`src/rtl/number_pkg.sv`:
```
// number_pkg
// Shared constants and types for the digit glyph ROM arbiter.
//   GLYPH_*      : glyph geometry; a glyph is GLYPH_W x GLYPH_H pixels, row-major
//   DIGIT_MAX    : highest digit with a glyph in the ROM
//   port_e       : requester identity (time renderer / score renderer)
//   tag_t        : in-flight lookup tag {valid, port, blank}
//   lookup_blank : true when a (digit, pixel index) pair has no ROM entry
package number_pkg;

    localparam int unsigned GLYPH_W      = 10;
    localparam int unsigned GLYPH_H      = 16;
    localparam int unsigned GLYPH_PIXELS = GLYPH_W * GLYPH_H;
    localparam int unsigned DIGIT_MAX    = 9;

    typedef enum logic {
        PORT_T = 1'b0,
        PORT_S = 1'b1
    } port_e;

    typedef struct packed {
        logic  valid;
        port_e port;
        logic  blank;
    } tag_t;

    function automatic logic lookup_blank(input int unsigned digit, input int unsigned count);
        return (digit > DIGIT_MAX) || (count >= GLYPH_PIXELS);
    endfunction

endpackage

```
`src/rtl/arb_tag_pipe.sv`:
```
// arb_tag_pipe
// Delay line carrying lookup tags alongside the ROM read so that each tag
// leaves the pipe in the same cycle its pixel bit is on rom_pixel.
//   clock_25 : clock
//   reset    : async active-low; clears every stage (in-flight reads dropped)
//   tag_in   : tag of the lookup accepted this cycle (valid=0 when idle)
//   tag_out  : tag aligned with the ROM data
module arb_tag_pipe
    import number_pkg::*;
#(
    parameter int DEPTH = 2
) (
    input  logic clock_25,
    input  logic reset,
    input  tag_t tag_in,
    output tag_t tag_out
);

    tag_t stage_q [DEPTH];
    tag_t stage_d [DEPTH];

    always_comb begin
        stage_d[0] = tag_in;
        for (int i = 1; i < DEPTH; i++) begin
            stage_d[i] = stage_q[i-1];
        end
    end

    always_ff @(posedge clock_25 or negedge reset) begin
        if (!reset) begin
            for (int i = 0; i < DEPTH; i++) begin
                stage_q[i] <= '0;
            end
        end else begin
            stage_q <= stage_d;
        end
    end

    assign tag_out = stage_q[DEPTH-1];

endmodule

```
`src/rtl/number_glyph_arbiter.sv`:
```
// number_glyph_arbiter
// Shares the single-read-port digit glyph ROM between the time renderer (T)
// and the score renderer (S). One lookup is accepted per cycle; each accepted
// lookup is tagged and its pixel bit is routed back to the issuing port.
//   clock_25, reset              : clock, async active-low reset
//   t_req/t_digit/t_count        : time renderer lookup request (held until granted)
//   s_req/s_digit/s_count        : score renderer lookup request (held until granted)
//   t_gnt, s_gnt                 : combinational grants; accept on req & gnt
//   t_pixel_valid/t_pixel        : registered response pulse and glyph bit for T
//   s_pixel_valid/s_pixel        : registered response pulse and glyph bit for S
//   rom_en/rom_digit/rom_count   : registered ROM read strobe and address
//   rom_pixel                    : ROM data, ROM_LATENCY cycles after rom_en
module number_glyph_arbiter
    import number_pkg::*;
#(
    parameter int PIXEL_COUNT_BIT = 7,
    parameter int ROM_LATENCY     = 1,
    parameter int PRIORITY_MODE   = 0
) (
    input  logic                     clock_25,
    input  logic                     reset,
    input  logic                     t_req,
    input  logic [3:0]               t_digit,
    input  logic [PIXEL_COUNT_BIT:0] t_count,
    input  logic                     s_req,
    input  logic [3:0]               s_digit,
    input  logic [PIXEL_COUNT_BIT:0] s_count,
    output logic                     t_gnt,
    output logic                     s_gnt,
    output logic                     t_pixel_valid,
    output logic                     t_pixel,
    output logic                     s_pixel_valid,
    output logic                     s_pixel,
    output logic                     rom_en,
    output logic [3:0]               rom_digit,
    output logic [PIXEL_COUNT_BIT:0] rom_count,
    input  logic                     rom_pixel
);

    // Tag leaves stage ROM_LATENCY in the cycle rom_pixel carries its bit:
    // one stage covers the rom_en register, the rest cover the ROM latency.
    localparam int PIPE_DEPTH = ROM_LATENCY + 1;

    port_e                    last_q, last_d;
    logic                     accept;
    port_e                    sel_port;
    logic [3:0]               sel_digit;
    logic [PIXEL_COUNT_BIT:0] sel_count;
    logic                     sel_blank;

    logic                     rom_en_q, rom_en_d;
    logic [3:0]               rom_digit_q, rom_digit_d;
    logic [PIXEL_COUNT_BIT:0] rom_count_q, rom_count_d;

    logic                     t_pixel_valid_q, t_pixel_valid_d;
    logic                     t_pixel_q, t_pixel_d;
    logic                     s_pixel_valid_q, s_pixel_valid_d;
    logic                     s_pixel_q, s_pixel_d;

    tag_t                     tag_in, tag_out;

    // Grants are held low while reset is asserted so nothing is accepted
    // on the edge that releases it.
    always_comb begin
        t_gnt = 1'b0;
        s_gnt = 1'b0;
        if (reset) begin
            if (t_req && s_req) begin
                if ((PRIORITY_MODE != 0) || (last_q == PORT_S)) begin
                    t_gnt = 1'b1;
                end else begin
                    s_gnt = 1'b1;
                end
            end else begin
                t_gnt = t_req;
                s_gnt = s_req;
            end
        end
    end

    always_comb begin
        accept    = (t_req && t_gnt) || (s_req && s_gnt);
        sel_port  = s_gnt ? PORT_S : PORT_T;
        sel_digit = s_gnt ? s_digit : t_digit;
        sel_count = s_gnt ? s_count : t_count;
        sel_blank = lookup_blank(32'(sel_digit), 32'(sel_count));

        last_d    = accept ? sel_port : last_q;

        // Blank lookups still occupy a tag slot but never touch the ROM;
        // the address bus keeps its previous value.
        rom_en_d    = accept && !sel_blank;
        rom_digit_d = rom_en_d ? sel_digit : rom_digit_q;
        rom_count_d = rom_en_d ? sel_count : rom_count_q;

        tag_in.valid = accept;
        tag_in.port  = sel_port;
        tag_in.blank = sel_blank;
    end

    arb_tag_pipe #(
        .DEPTH(PIPE_DEPTH)
    ) u_tag_pipe (
        .clock_25(clock_25),
        .reset   (reset),
        .tag_in  (tag_in),
        .tag_out (tag_out)
    );

    always_comb begin
        t_pixel_valid_d = tag_out.valid && (tag_out.port == PORT_T);
        s_pixel_valid_d = tag_out.valid && (tag_out.port == PORT_S);
        t_pixel_d       = t_pixel_valid_d && !tag_out.blank && rom_pixel;
        s_pixel_d       = s_pixel_valid_d && !tag_out.blank && rom_pixel;
    end

    always_ff @(posedge clock_25 or negedge reset) begin
        if (!reset) begin
            last_q          <= PORT_S;
            rom_en_q        <= 1'b0;
            rom_digit_q     <= '0;
            rom_count_q     <= '0;
            t_pixel_valid_q <= 1'b0;
            t_pixel_q       <= 1'b0;
            s_pixel_valid_q <= 1'b0;
            s_pixel_q       <= 1'b0;
        end else begin
            last_q          <= last_d;
            rom_en_q        <= rom_en_d;
            rom_digit_q     <= rom_digit_d;
            rom_count_q     <= rom_count_d;
            t_pixel_valid_q <= t_pixel_valid_d;
            t_pixel_q       <= t_pixel_d;
            s_pixel_valid_q <= s_pixel_valid_d;
            s_pixel_q       <= s_pixel_d;
        end
    end

    assign rom_en        = rom_en_q;
    assign rom_digit     = rom_digit_q;
    assign rom_count     = rom_count_q;
    assign t_pixel_valid = t_pixel_valid_q;
    assign t_pixel       = t_pixel_q;
    assign s_pixel_valid = s_pixel_valid_q;
    assign s_pixel       = s_pixel_q;

endmodule

```
`config.mk`:
```
export PLATFORM = sky130hd
export DESIGN_NAME = number_glyph_arbiter
export DESIGN_NICKNAME = d
export VERILOG_FILES = /design/src/rtl/number_pkg.sv /design/src/rtl/arb_tag_pipe.sv /design/src/rtl/number_glyph_arbiter.sv
export SDC_FILE = /design/constraint.sdc
export NUM_CORES = 1
export LEC_CHECK = 0
export ABC_CLOCK_PERIOD_IN_PS = 1550
export CAP_MARGIN = 20
export CORE_ASPECT_RATIO = 0.75
export CORE_MARGIN = 4
export CORE_UTILIZATION = 37
export DETAILED_ROUTE_END_ITERATION = 7
export PLACE_DENSITY = 0.84
export SYNTH_ARGS = -nofsm -noshare
export SYNTH_HDL_FRONTEND = slang
export SYNTH_SLANG_ARGS = --single-unit
```
`constraint.sdc`:
```
create_clock -name clock_25 -period 1.55 [get_ports clock_25]
set_input_delay 0.2325 -clock clock_25 [delete_from_list [all_inputs] [get_ports clock_25]]
set_output_delay 0.2325 -clock clock_25 [all_outputs]
set_load 0.02 [all_outputs]
```
* Yosys cells after proc, flatten, opt, wreduce, memory -nomap -nowiden
Index checks and enable logic that the tools add are counted.
Word-level totals: input port bits 29, word-level logic and storage cells 40, register bits after elaboration 24, output and inout bits 19
Cells by class: multiplexer cells 9, reduce and logical (&&, ||, !) cells 14, bitwise operators 1, magnitude comparators 2
Operators with widths (count):
- 1-bit logical AND | 10
- 8-bit greater-or-equal comparator, second input constant | 1
- 8-bit two-way mux | 1
- 1-bit two-way mux | 7
- 4-bit greater-than comparator, second input constant | 1
- 4-bit two-way mux | 1
- 1-bit logical NOT | 2
- 1-bit logical OR | 2
- 1-bit inverter | 1

* Logic depth before layout (Yosys ltp)
word-level depth 8, mapped depth 5, gate-level depth less buffers 5

* Modules after synthesis
From an unflattened synthesis, not the netlist that was laid out.
Unflattened totals: cells, all modules 72, area, all modules 1101.1 µm²
Modules (own cells, without submodules):
- number_glyph_arbiter | area an instance 950.9 µm², cells each 66, sequential area each 451.7 µm², times used 1
- arb_tag_pipe | area an instance 150.1 µm², cells each 6, sequential area each 150.1 µm², times used 1

* Worst setup path before layout
OpenSTA, ideal clock, no wires.
kind register to register, start register last_q, end register rom_count_q[0], in the netlist rom_count[0], arrival 1.473 ns, buffers on the path 1, period minus slack after synthesis 1.598 ns, data required time 1.425 ns, cell stages (with the launch flop) 6, setup slack -0.048 ns, setup time 0.125 ns, cell sequence dfstp_2 -> nand2_1 -> a31o_2 -> o22ai_4 -> buf_12 -> mux2_4
On the way: cells in the longest elaborated chain, start to end 8, elaborated cells between the ends (all ways) 16, classes of those cells order compare: 2; mux: 8; reduce/logical: 6
RTL lines:
- from (decl) | line number_glyph_arbiter.sv:44 | port_e last_q, last_d;
- from (signal assigned) | line number_glyph_arbiter.sv:128 | last_q <= last_d;
- 1-bit two-way mux | line number_glyph_arbiter.sv:69 | if ((PRIORITY_MODE != 0) || (last_q == PORT_S)) begin
- 1-bit two-way mux | line number_glyph_arbiter.sv:68 | if (t_req && s_req) begin
- 1-bit two-way mux | line number_glyph_arbiter.sv:67 | if (reset) begin
- 8-bit two-way mux / 4-bit two-way mux (equally long branches) | line number_glyph_arbiter.sv:85, number_glyph_arbiter.sv:84
- 8-bit greater-or-equal comparator / 4-bit greater-than comparator (equally long branches) | line number_pkg.sv:27 | return (digit > DIGIT_MAX) || (count >= GLYPH_PIXELS);
- 1-bit logical OR | line number_pkg.sv:27
- 1-bit logical NOT | line number_glyph_arbiter.sv:92 | rom_en_d = accept && !sel_blank;
- 1-bit logical AND * | line number_glyph_arbiter.sv:92
- net rom_en_d | line number_glyph_arbiter.sv:51 | logic rom_en_q, rom_en_d;
- to (signal assigned) | line number_glyph_arbiter.sv:131 | rom_count_q <= rom_count_d;
- to (decl) | line number_glyph_arbiter.sv:53 | logic [PIXEL_COUNT_BIT:0] rom_count_q, rom_count_d;
Mark *: on every way through the listed nets, which the timed path passes. The rest lies on a longest branch. A chain may end at the register's enable or synchronous reset.

* Worst setup path in the final report
start register last_q, end register rom_count_q[3], in the netlist rom_count[3]
On the way: cells in the longest elaborated chain, start to end 8, elaborated cells between the ends (all ways) 16, classes of those cells order compare: 2; mux: 8; reduce/logical: 6
RTL lines (line):
- 1-bit two-way mux | number_glyph_arbiter.sv:69
- 1-bit two-way mux | number_glyph_arbiter.sv:68
- 1-bit two-way mux | number_glyph_arbiter.sv:67
- 8-bit two-way mux / 4-bit two-way mux (equally long branches) | number_glyph_arbiter.sv:85, number_glyph_arbiter.sv:84
- 8-bit greater-or-equal comparator / 4-bit greater-than comparator (equally long branches) | number_pkg.sv:27
- 1-bit logical OR | number_pkg.sv:27
- 1-bit logical NOT | number_glyph_arbiter.sv:92
- 1-bit logical AND | number_glyph_arbiter.sv:92
Parallel ways exist; a longest one is shown, timed or not.

==> flow_summary.yaml <==
finish:
  antenna_cells: 0
  final_cells: 171
  nFillCells: 203
  final_util_pct: 67.0
  drive_gt1_share_pct: 37.0
  syn2layout_area_growth_pct: 65.7
  layout.nets: 165
power_and_ir_drop:
  p_seq_share_pct: 38.8
  clock_power_share_pct: 26.0
  p_total_uw: 2080
  switching_power_uw: 553
  netSwitchingFraction_pct: 26.6
  p_int_uw: 1530
  power_density_mw_per_mm2: 1140
  p_leak_uw: 0.000859
  combPwrFrac_pct: 35.2
  peakVddDrop_v: 0.000884
run_status:
  violations: "setup timing"
  outcome: "finished with violations"
timing:
  slew_headroom_pct: 84.5
  rsz0062_at_grt: "true"
  min_period_over_period_pct: 104
  skew_ns: 0.00282
  hold_viol: 0
  layout_setup_ws_ns: -0.0695
  tightest_slew_ns: 0.232
  setup_tns_ns: -0.444
  period_minus_slack_ns: 1.62
  finalSetupViolCount: 12
  max_freq_ghz: 0.617
  slew_violations: 0
place:
  io_buffers: 47
  dp_hpwl_mm: 2.05
  place_inst: 166
  post-place-ws_ns: -0.526
  gp_congestion: 0.719
min_path:
  hold_class: "in2async"
synth:
  synth-edff-count: 0
  synth_area_mm2: 0.00110
  synthTopCellsByArea: "dfrtp_1 (52%), mux2_4 (23%), mux2_2 (7.2%)"
  synth-async-reset-ratio_pct: 100
  synth_commonest_cells: "dfrtp_1 (23), mux2_4 (17), mux2_2 (7), nand2_1 (5), o21ai_0 (4)"
  syn-num-nets: 101
  synth_top_area_share_pct: 52.3
  yosysMostFrequentCell: "dfrtp_1"
  yosysUniqueCellTypes: 18
  syn_inst: 72
  avgSynthCellArea_um2: 15.3
  yosysWarnings: 0
  synth.ff_latch_count: 24
  ys_seq_area_share_pct: 54.7
  synthFlopType: "dfrtp_1"
  yosysTopAreaCell: "dfrtp_1"
detailed_routing:
  vias: 795
  post_drt_via_cell_ratio: 4.65
  drt_iter0_markers: 15
  routed_wl_mm: 2.55
  drc: 0
  drtAntennaViolNets: 0
  wire_per_inst_um: 14.9
  firstDrtPassIters: 4
clocking:
  clk_pin_slew_ns: 0.08
  cts_buffers: 3
  cts_buffer_depth: 2
  htree_levels: 1
  cts_tree: "built"
  insertion_delay_ns: 0.26
  cts-root-buf: "clkbuf_8"
  hold_buffers: 0
  cts_sinks: 24
worst_setup_path:
  criticalPathCategory: "reg2reg"
  slowest_delay_ns: 0.56
  crit_path_top_delay_cell: "dfstp_2"
  crit_required_ns: 1.71
  cp-start-kind: "register"
  crit_chain: "nand2_4, nand3_4, buf_12, buf_6, mux2_4, mux2_4"
  timing.rr.start: "last_q"
  worst-path-max-fanout: 4
  crit_start: "last_q"
  rr_worst_depth: 6
  end_kind: "register"
  crit_arrival_ns: 1.78
  rrSetupSlack_ns: -0.07
  path_common_cell: "mux2_4"
die:
  die_w_um: 71.0
  die_h_um: 55.2
  ios: 48
  initial_utilization_pct: 40.4
  placementRows: 16
  die-area_mm2: 0.00392
  core-area_mm2: 0.00272
grt:
  grt_max_degree: 18
  overflow: 0
  grt_pass1_vias: 903
  antenna_found_initial: 0
  track_usage_pct: 14.3
  grt_pass1_wl_mm: 4.44
job:
  max_cap_violations: 0
==> final timing paths <==
check,end
hold / removal,rom_count[2]
min in group clock_25,u_tag_pipe.tag_out[2]
max in group asynchronous,rom_digit[0]
hold reg to reg,u_tag_pipe.tag_out[2]
setup / recovery,rom_count[3]
setup reg to reg,rom_count[3]
==> logic make-up after synthesis <==
family	Yosys count	share of synthesized area (%)
multiplexers	24	30.3
flip-flops	24	54.7
AND/OR/NAND/NOR	11	5.68
AO/OA/AOI/OAI	8	5.45
buffers and inverters	5	3.86
==> state kept, by name, indices dropped and copies added, names as in the netlist <==
| name | count |
|---|---|
| last_q | 1 |
| rom_count | 8 |
| rom_digit | 4 |
| rom_en | 1 |
| s_pixel | 1 |
| s_pixel_valid | 1 |
| t_pixel | 1 |
| t_pixel_valid | 1 |
| u_tag_pipe.stage_d | 3 |
| u_tag_pipe.tag_out | 3 |
==> critical path: cells and delay by family, from the launching register on <==
kind          cells  cell delay, ns
mux               2            0.55
simple gates      2            0.17
buf+inv           2            0.22
flops             1            0.56
==> layout by cell type (no fill, tap or decap) <==
cell	count
a31o_4	1
a31oi_1	1
and2_1	1
and3b_1	2
buf_12	1
buf_2	1
buf_4	8
buf_6	6
bufinv_16	1
clkbuf_8	3
clkdlybuf4s50_1	42
dfrtp_1	23
dfstp_2	1
dlygate4sd2_1	3
inv_1	2
inv_2	1
mux2_2	3
mux2_4	21
nand2_1	4
nand2_4	1
nand3_4	1
nor2_1	1
nor2b_1	1
o21ai_0	1
o21ai_1	4
o22ai_4	1
==> repair_timing <==
action                     CTS  global route
hold endpoints to repair     0             0
setup endpoints to repair   14            13
buffers inserted             1             0
resized for setup           25             3
pin swaps                    1             0
==> power groups by stage <==
stage | Sequential (uW) | Combinational, uW | Clock, uW
after CTS | 809 | 737 | 546
after floorplan | 926 | 236 | 0
final | 807 | 732 | 540
after global routing | 823 | 773 | 570
after global placement | 811 | 696 | 0
after detailed placement | 816 | 711 | 0
==> per-layer routing <==
layer	up-vias	share of wire [%]	global-route usage [%]	wire, um
met4	0	0.82	3.22	21
met3	4	7.3	4.89	187
met1	382	42	17.2	1070
li1	376	-	-	-
met5	-	0	0	0
met2	33	50	24.8	1270
==> stage by stage <==
step	hold slack (ns)	cell area, um^2
final	0.144	1820
after CTS	0.157	1820
after detailed placement	0.343	1710
after floorplan	-0.0631	1110
after global routing	0.187	1820
after global placement	0.336	1710
==> cell type report <==
| type | count | area (um^2) | area share [%] |
|---|---|---|---|
| Sequential cell | 24 | 602 | 33.0 |
| Timing Repair Buffer | 61 | 599 | 32.9 |
| Multi-Input combinational cell | 43 | 495 | 27.2 |
| Tap cell | 36 | 45.0 | 2.47 |
| Clock buffer | 3 | 41.3 | 2.26 |
| Clock inverter | 1 | 30.0 | 1.65 |
| Inverter | 3 | 11.3 | 0.617 |
No activity file was read; power rests on OpenSTA's default activity.
